### config.mk
export PLATFORM = sky130hd
export DESIGN_NAME = ref_window_buffer
export DESIGN_NICKNAME = d
export VERILOG_FILES = /design/src/rtl/ref_window_buffer.sv
export SDC_FILE = /design/constraint.sdc
export NUM_CORES = 1
export LEC_CHECK = 0
export BUFFER_PORTS_ARGS = -buffer_cell sky130_fd_sc_hd__buf_2
export CAP_MARGIN = 10
export CORE_ASPECT_RATIO = 2
export CORE_MARGIN = 4
export CORE_UTILIZATION = 65
export CTS_CLUSTER_DIAMETER = 100
export DETAILED_ROUTE_END_ITERATION = 8
export PLACE_DENSITY = 0.88
export SETUP_SLACK_MARGIN = 0.2
export SKIP_LAST_GASP = 1
export SLEW_MARGIN = 15
export SYNTH_ARGS = -nofsm -noshare
export SYNTH_HDL_FRONTEND = slang
export SYNTH_SLANG_ARGS = --single-unit
### constraint.sdc
create_clock -name clk -period 48.2 [get_ports clk]
set_input_delay 2.41 -clock clk [delete_from_list [all_inputs] [get_ports clk]]
set_output_delay 2.41 -clock clk [all_outputs]
set_load 0.1 [all_outputs]
### src/rtl/ref_window_buffer.sv
// Circular row store for the motion-estimation search window; optional overflow flag via REF_BUF_OVF_EN.
// Latency: push -> count/buffer_ready 1 cycle; rd_en -> rd_valid/rd_data 1 cycle, one read per cycle.
// Backpressure: in_ready low when full unless adv frees a slot the same cycle; flush drops pushes.
module ref_window_buffer #(
   parameter int PIX_W = 8,
   parameter int WIN_W = 23,
   parameter int WIN_H = 8,
   localparam int DW = PIX_W * WIN_W,
   localparam int AW = $clog2(WIN_H),
   localparam int CW = $clog2(WIN_H + 1)
) (
   input  logic          clk,
   input  logic          rst_n,
   input  logic          flush,
   input  logic          in_valid,
   input  logic [DW-1:0] ref_data,
   output logic          in_ready,
   input  logic          adv,
   input  logic          rd_en,
   input  logic [AW-1:0] rd_row,
   output logic          rd_valid,
   output logic [DW-1:0] rd_data,
   output logic          buffer_ready,
   output logic [CW-1:0] count
`ifdef REF_BUF_OVF_EN
   ,
   output logic          ovf_err
`endif
);

   localparam logic [CW-1:0] FULL = CW'(WIN_H);
   localparam logic [CW:0]   LIM  = (CW+1)'(WIN_H);

   // (base + off) mod WIN_H; both operands stay below 2*WIN_H so one subtract suffices
   function automatic logic [AW-1:0] wrap_add(input logic [AW-1:0] base, input logic [CW-1:0] off);
      logic [CW:0] sum;
      sum = (CW+1)'(base) + (CW+1)'(off);
      if (sum >= LIM) sum = sum - LIM;
      return AW'(sum);
   endfunction

   logic [DW-1:0] mem_q [WIN_H];
   logic [AW-1:0] head_q, head_d;
   logic [CW-1:0] count_q, count_d;
   logic [AW-1:0] wr_ptr;
   logic [AW-1:0] rd_idx;
   logic          rd_hit;
   logic          push, pop;
   logic          rd_valid_q;
   logic [DW-1:0] rd_data_q;
   logic          buffer_ready_q;

   // Accept/slide decisions and next pointer/occupancy; flush overrides both push and adv
   always_comb begin
      in_ready = (count_q != FULL) || (adv && (count_q != '0));
      push     = in_valid && in_ready && !flush;
      pop      = adv && (count_q != '0) && !flush;
      wr_ptr   = wrap_add(head_q, count_q);
      rd_idx   = wrap_add(head_q, CW'(rd_row));
      rd_hit   = CW'(rd_row) < count_q;
      head_d   = head_q;
      count_d  = count_q;
      if (flush) begin
         count_d = '0;
      end else begin
         if (pop) head_d = wrap_add(head_q, CW'(1));
         count_d = count_q + CW'(push) - CW'(pop);
      end
   end

   // Row storage, deliberately unreset; with full+adv the write hits the slot being vacated
   always_ff @(posedge clk) begin
      if (push) mem_q[wr_ptr] <= ref_data;
   end

   // Pointer, occupancy and window-ready registers
   always_ff @(posedge clk or negedge rst_n) begin
      if (!rst_n) begin
         head_q         <= '0;
         count_q        <= '0;
         buffer_ready_q <= 1'b0;
      end else begin
         head_q         <= head_d;
         count_q        <= count_d;
         buffer_ready_q <= (count_d == FULL);
      end
   end

   // Registered read port, uses pre-update head/count; same-cycle write returns old contents
   always_ff @(posedge clk or negedge rst_n) begin
      if (!rst_n) begin
         rd_valid_q <= 1'b0;
         rd_data_q  <= '0;
      end else begin
         rd_valid_q <= rd_en && rd_hit;
         if (rd_en) rd_data_q <= rd_hit ? mem_q[rd_idx] : '0;
      end
   end

`ifdef REF_BUF_OVF_EN
   logic ovf_q;
   // Sticky overflow: a row offered while no slot is available; cleared by flush or reset
   always_ff @(posedge clk or negedge rst_n) begin
      if (!rst_n)                     ovf_q <= 1'b0;
      else if (flush)                 ovf_q <= 1'b0;
      else if (in_valid && !in_ready) ovf_q <= 1'b1;
   end
   assign ovf_err = ovf_q;
`endif

   assign rd_valid     = rd_valid_q;
   assign rd_data      = rd_data_q;
   assign buffer_ready = buffer_ready_q;
   assign count        = count_q;

endmodule
==> results.md, run 1 <==
* Outcome: finished, final reports clean
* Vias at 30.1k
* Hold Vio Cnt, Final at 0
* Syn_area_per_cell at 22.3 µm²
* Row count at 160
* Fillers at 5018
* Yosys top cell by area: edfxtp_1
* Top cell type's share of synthesized area at 71.1%
* Design area at 0.0700 mm²
* CTS sink cnt at 1665
* Synth Net Count at 2994
* FF+latch count, synth at 1665
* Post-DP HPWL at 75900 µm
* Most numerous cell in the Yosys netlist: edfxtp_1
* Hold endpoint: rd_data[147]
* CTS max path bufs at 3
* Placed Area at 0.0655 mm²
* Die ar. at 0.101 mm²
* Hold Crit Start: rd_data[147]
* Worst Skew at 0.0226 ns
* Total core area at about 0.095 mm²
* Final TNS setup at 0 ns
* Worst VDD drop at 0.218 mV
* First-pass GRT wire length at 215000 µm
* Pwr Density at 69.6 mW/mm²
* Final period utilization at 14.0%
* Min Clock Period, post-route at 6.75 ns
* Initial antenna violation count at 37
* Post-CTS Setup Bufs at 0
* Worst Setup SP: rd_row[0]
* Worst stage delay on the critical path at 1.13 ns
* TritonCTS clock tree: yes
* IO Pins at 384
* Gpl congestion at 0.755
* Relative slew margins at 24.0%
* Clock Tree Root: clkbuf_16
* Pin count of the biggest net entering global routing at 144
* Most frequent CP cell: buf_4
* Post-synthesis sequential area ratio at 78.9%
* Share of cells above drive strength 1 at between 30% and 40%
* Vias in the first global route at approximately 33k
* Reg-to-reg critical path startpoint: head_q[0]
* ANT nets after route at 0
* Area of the multi-input gates at 0.0118 mm²
* Top area cells in the synthesized netlist: edfxtp_1, mux4_2, dfrtp_1
* Fmax at 0.148 GHz
* Crit path kind: input pin to flop
* # resized after CTS at 0
* Synthesis Warnings at 0
* Pleak at 24.4 nW
* Worst path slowest cell: fa_4
* CTS Buf Count at 136
* Reg-to-Reg End: rd_data[155]
* Slew Limit Fails at 0
* Cell chain of the critical path: buf_2 -> ha_4 -> fa_4 -> buf_4 -> buf_4 -> buf_4 -> mux4_2 -> mux2i_1 -> o22ai_1
* Syn Inst Count at roughly 2.8k
* Final #Nets at 3426
* Worst-margin pin slew at ~1.1 ns
* Area growth syn-to-layout at 12.7%
* Post-Synth Adder-Cell Area at 0.318%
* WP buf/inv at 4
* Worst-Skew Late Latency at 0.75 ns
* Total track usage at 29.4%
* Main combinational cell family by area after synthesis: multiplexers
* RSZ-0062 raised after global routing: no
* Hold depth at 2
* Reg area at about 0.05 mm²
* Reg clk slew, reported paths at approximately 0.070 ns
* Synth async-reset ratio at 11.6%
* Reg2reg path depth at 8
* Post-Synthesis Cell Area at 0.0622 mm²
* Synth Area in Compound Gates at under 10%
* Port Buf Inserts at 383
* Routed wire length at 144000 µm
* Top post-synthesis cells by count: edfxtp_1, mux4_2, dfrtp_1
* CP delay by family, top: buffers and inverters
* Critical Path Start Type: input pin
* Worst setup EP type: flop
* Total gr overflow at 0
* Simple-Gate Fraction of Synth Area at 0.199%
* Critical path fanouts, max at slightly above 70
* Crit path DAT at between 7 and 8 ns
* Die Y-Extent at ~450 µm
* Via-to-Cell Ratio at about 6.6
* WP data required at 48.78 ns
* DRC at 0
* Hold WC Path Type: flop to flop
* Pre-antenna DRT Iters at 5
* Synth Flop Type: edfxtp_1
* Initial DRC Count at 3152
* Final setup fails at 0
* EDFF count, synth at 1472
* Routed length per instance at 31.5 µm
* Die width at between 200 and 250 µm
* CTS Hold Bufs at 0
* Setup slack, reg-to-reg at roughly 43 ns
* Htree depth at 4
* Levels on crit path at 9
* Synth Area in XOR/XNOR at 0.127%
* Max_cap viols at 0
* Netlist cell types at 31
* Initial core utilization at 65.4%
* Post-synthesis mux area share at between 15 and 20%
## placed cells by master, fill, tap and decap left out, types with 4 or more instances in the layout
| cell type | count |
|---|---|
| buf_2 | 381 |
| nor3_2 | 4 |
| edfxtp_1 | 1472 |
| clkbuf_8 | 11 |
| xnor2_1 | 5 |
| mux2i_1 | 184 |
| inv_1 | 190 |
| dfrtp_1 | 193 |
| clkinv_1 | 10 |
| ha_1 | 10 |
| o22ai_1 | 184 |
| clkinvlp_4 | 5 |
| clkinv_2 | 36 |
| mux4_2 | 366 |
| diode_2 | 32 |
| clkbuf_16 | 141 |
| buf_12 | 4 |
| bufinv_16 | 14 |
| clkbuf_1 | 20 |
| buf_4 | 49 |
## flip-flops by register name, summed over array words and instances (netlist names)
signal,flops
count,4
rd_valid,1
mem_q,1472
buffer_ready,1
rd_data,184
head_q,3
## tightest hold or removal path, delay by kind of cell, from the launching register on
| kind | cells | cell delay (ns) |
|---|---|---|
| AOI/OAI and AO/OA | 1 | 0.06 |
| buffers and inverters | 1 | 0.05 |
| DFF | 1 | 0.37 |
## report_power, final
part	switching [W]	leakage [nW]	total [W]	internal (W)
logic	0.00121	6.38	0.00184	0.000638
clock network	0.000488	2.22	0.00112	0.000628
registers	0.0000868	15.8	0.00192	0.00183
## layer usage
layer	wire length, µm	GRT usage (%)
met2	77900	50.9
met1	48200	36.6
met4	4240	9.70
met5	210	0
met3	13400	7.38
## per-stage QoR
step	setup slack, ns	hold WS [ns]	util (%)	power (W)	cells
final	41.45	0.523	73.7	0.00488	4570
after global routing	41.37	0.541	73.6	0.00507	4549
after CTS	41.55	0.526	73.6	0.00490	4537
after detailed placement	40.82	0.517	68.8	0.00376	4295
after global placement	41.04	0.511	68.8	0.00369	4294
after floorplan	26.13	0.495	-	0.00342	2787
## area by class of cell
class / count / area share, %
clock buffers: 172 / 5.36
repair buffers: 437 / 3.44
clock inverters: 70 / 1.03
multi-input cells: 789 / 16.9
diodes: 32 / 0.114
flip-flops and latches: 1665 / 70.0
inverters: 190 / 1.02
well taps: 1215 / 2.17
## how the worst max path moves through the flow
stage	slack [ns]	endpoint
finish	41.45	rd_data[155]
floorplan	26.13	mem_q[0][0]
detailed placement	40.82	rd_data[76]
global placement	41.04	rd_data[171]
global route	41.37	rd_data[155]
CTS	41.55	rd_data[155]
## cell families (layout without fill, tap and decap cells)
kind of cell | Yosys count | in the layout
adder cells (fa/ha/maj) | 14 | 14
AO/OA/AOI/OAI | 190 | 190
AND/OR/NAND/NOR | 23 | 23
XOR/XNOR | 9 | 9
buffers and inverters | 333 | 869
flip-flops | 1665 | 1665
multiplexers | 553 | 553
other | 0 | 32
(Power assumes the default switching activity.)
==> run 2, diff against run 1 <==
--- a/config.mk
+++ b/config.mk
@@ -9,10 +9,10 @@
 export CAP_MARGIN = 10
 export CORE_ASPECT_RATIO = 2
 export CORE_MARGIN = 4
-export CORE_UTILIZATION = 65
+export CORE_UTILIZATION = 54
 export CTS_CLUSTER_DIAMETER = 100
 export DETAILED_ROUTE_END_ITERATION = 8
-export PLACE_DENSITY = 0.88
+export PLACE_DENSITY = 0.79
 export SETUP_SLACK_MARGIN = 0.2
 export SKIP_LAST_GASP = 1
 export SLEW_MARGIN = 15
==> constraint.sdc (replaced) <==
create_clock -name clk -period 6.2 [get_ports clk]
set_input_delay 0.31 -clock clk [delete_from_list [all_inputs] [get_ports clk]]
set_output_delay 0.31 -clock clk [all_outputs]
set_load 0.1 [all_outputs]
==> run 2 against run 1 <==
Net effect: highest routed layer is now met4; sequential power increased to 7.7 times the previous value; wire length decreased by 2.8%; utilization decreased by 9.6 points; sequential share of layout area decreased by 2.8 points.
==> results.md, run 2 (synthesis results as in run 1) <==
* Outcome: finished, final reports clean
* First-pass GRT wire length at 211000 µm
* Via-to-Cell Ratio at approximately 6.0
* Die ar. at 0.121 mm²
* Share of cells above drive strength 1 at 29.9%
* Hold depth at 2
* Initial DRC Count at 2497
* Fmax at ~0.26 GHz
* Row count at 175
* Reg-to-reg critical path startpoint: count[0]
* Gpl congestion at 0.726
* IO Pins at 384
* Most frequent cells in the layout: edfxtp_1, buf_2, mux4_2, dfrtp_1, inv_1
* Slew Limit Fails at 0
* Setup slack, reg-to-reg at 2.37 ns
* Hold endpoint: rd_data[162]
* Critical Path Start Type: flop
* Crit path DAT at 4.21 ns
* Worst VDD drop at 0.703 mV
* Die Y-Extent at 488 µm
* Total core area at 0.114 mm²
* Worst-margin pin slew at 1.12 ns
* Final period utilization at 61.8%
* Reg-to-Reg End: mem_q[6][56]
* Final setup fails at 0
* Clock Tree Root: clkbuf_16
* Hold Vio Cnt, Final at 0
* TritonCTS clock tree: yes
* Placed insts at 4584
* Pleak at 25.4 nW
* Routed length per instance at 27.8 µm
* Fillers at 7271
* Worst-Skew Late Latency at 0.76 ns
* Vias in the first global route at 33.1k
* Post-Layout Cell Count at approximately 5.0k
* Port Buf Inserts at 383
* Fin Hold WS at 0.114 ns
* Initial antenna violation count at 9
* RSZ-0062 raised after global routing: no
* Htree depth at 4
* Hold Crit Start: rd_en
* Pin count of the biggest net entering global routing at approximately 140
* Fin worst setup slack at 2.37 ns
* Pwr Density at 531 mW/mm²
* Post-DP HPWL at 70400 µm
* Hold WC Path Type: input pin to flop
* Final TNS setup at 0 ns
* CTS Buf Count at 140
* CTS max path bufs at 3
* Total gr overflow at 0
* DRC at 0
* CTS sink cnt at 1665
* Critical path fanouts, max at 34
* WP data required at 6.57 ns
* ANT nets after route at 0
* Most common cell after layout, fill and taps aside: edfxtp_1
* Pre-antenna DRT Iters at 5
* Crit path kind: flop to flop
* Most flop-heavy register: mem_q
* Max reg flops at around 1.5k
* Area growth syn-to-layout at 17.5%
* Routed wire length at 140000 µm
* Die width at 248 µm
* Dpl ws at about 2.5 ns
* Post-CTS Setup Bufs at 0
* Vias at 30.3k
* Final #Nets at 3616
* Reg clk slew, reported paths at 0.07 ns
* Worst setup EP type: flop
* Max_cap viols at 0
* Worst Skew at 0.0321 ns
* Min Clock Period, post-route at 3.83 ns
* Total track usage at 23.6%
* Reg2reg path depth at 7
* Relative slew margins at 25.6%
* Initial core utilization at 54.5%
==> run 2: changes by cell type in the layout (fill, tap and decap cells not counted), moves of 8 or more <==
| cell | delta |
|---|---|
| buf_4 | -19 |
| buf_12 | +19 |
| bufinv_16 | +8 |
| dlygate4sd3_1 | +187 |
| clkinv_2 | -14 |
| diode_2 | -20 |
==> run 2: worst max-delay path, stage by stage, from the launching register on <==
cell     delay, ns
dfrtp_4       0.51
ha_1          0.25
fa_2          0.43
xnor2_1       0.55
nand2_1       0.30
nor3_4        0.24
buf_4         0.53
buf_4         0.60
==> run 2: cell type report <==
cell class	count	area (µm²)	area share, %
Timing Repair Buffer	623	4490	6.15
Tap cell	1504	1880	2.58
Multi-Input combinational cell	789	11900	16.3
Clock buffer	175	3820	5.23
Inverter	190	716	0.980
Clock inverter	83	1140	1.56
Antenna cell	12	30.0	0.0411
Sequential cell	1665	49000	67.1
==> run 2: power by group <==
part / internal (W) / switching (W)
Clock: 0.00536 / 0.00401
Sequential: 0.0142 / 0.000619
Combinational: 0.00513 / 0.00945
Total: 0.0247 / 0.0141
==> run 2: how the worst max path moves through the flow <==
| stage | from | end | slack (ns) | depth (start not counted) |
|---|---|---|---|---|
| after floorplan | count[2] | mem_q[0][0] | -1.88 | 6 |
| after global placement | count[0] | mem_q[6][1] | 2.49 | 7 |
| after detailed placement | count[0] | mem_q[6][1] | 2.45 | 7 |
| after CTS | count[0] | mem_q[6][181] | 2.43 | 7 |
| after global routing | count[0] | mem_q[6][56] | 2.26 | 7 |
| final | count[0] | mem_q[6][56] | 2.37 | 7 |
==> run 2: per-layer routing <==
layer  GRT usage, %  up-vias  part of all wire, %
met5              0        -                    0
met4           8.08        0                  3.0
met3           4.84      272                  7.5
met2           40.8     1353                   53
met1           30.1    16000                   37
li1               -    12700                    -
==> run 2: stage by stage <==
stage | util [%] | total power (W) | instance area (µm²)
after floorplan | - | 0.0262 | 62300
after global placement | 58.0 | 0.0292 | 66200
after detailed placement | 58.0 | 0.0295 | 66200
after CTS | 64.0 | 0.0391 | 73000
after global routing | 64.0 | 0.0403 | 73000
final | 64.0 | 0.0388 | 73000
==> run 2: what timing repair did <==
item,in CTS,in global routing
gates resized for setup,0,0
endpoints found under the hold margin,1546,0
hold buffers,187,0
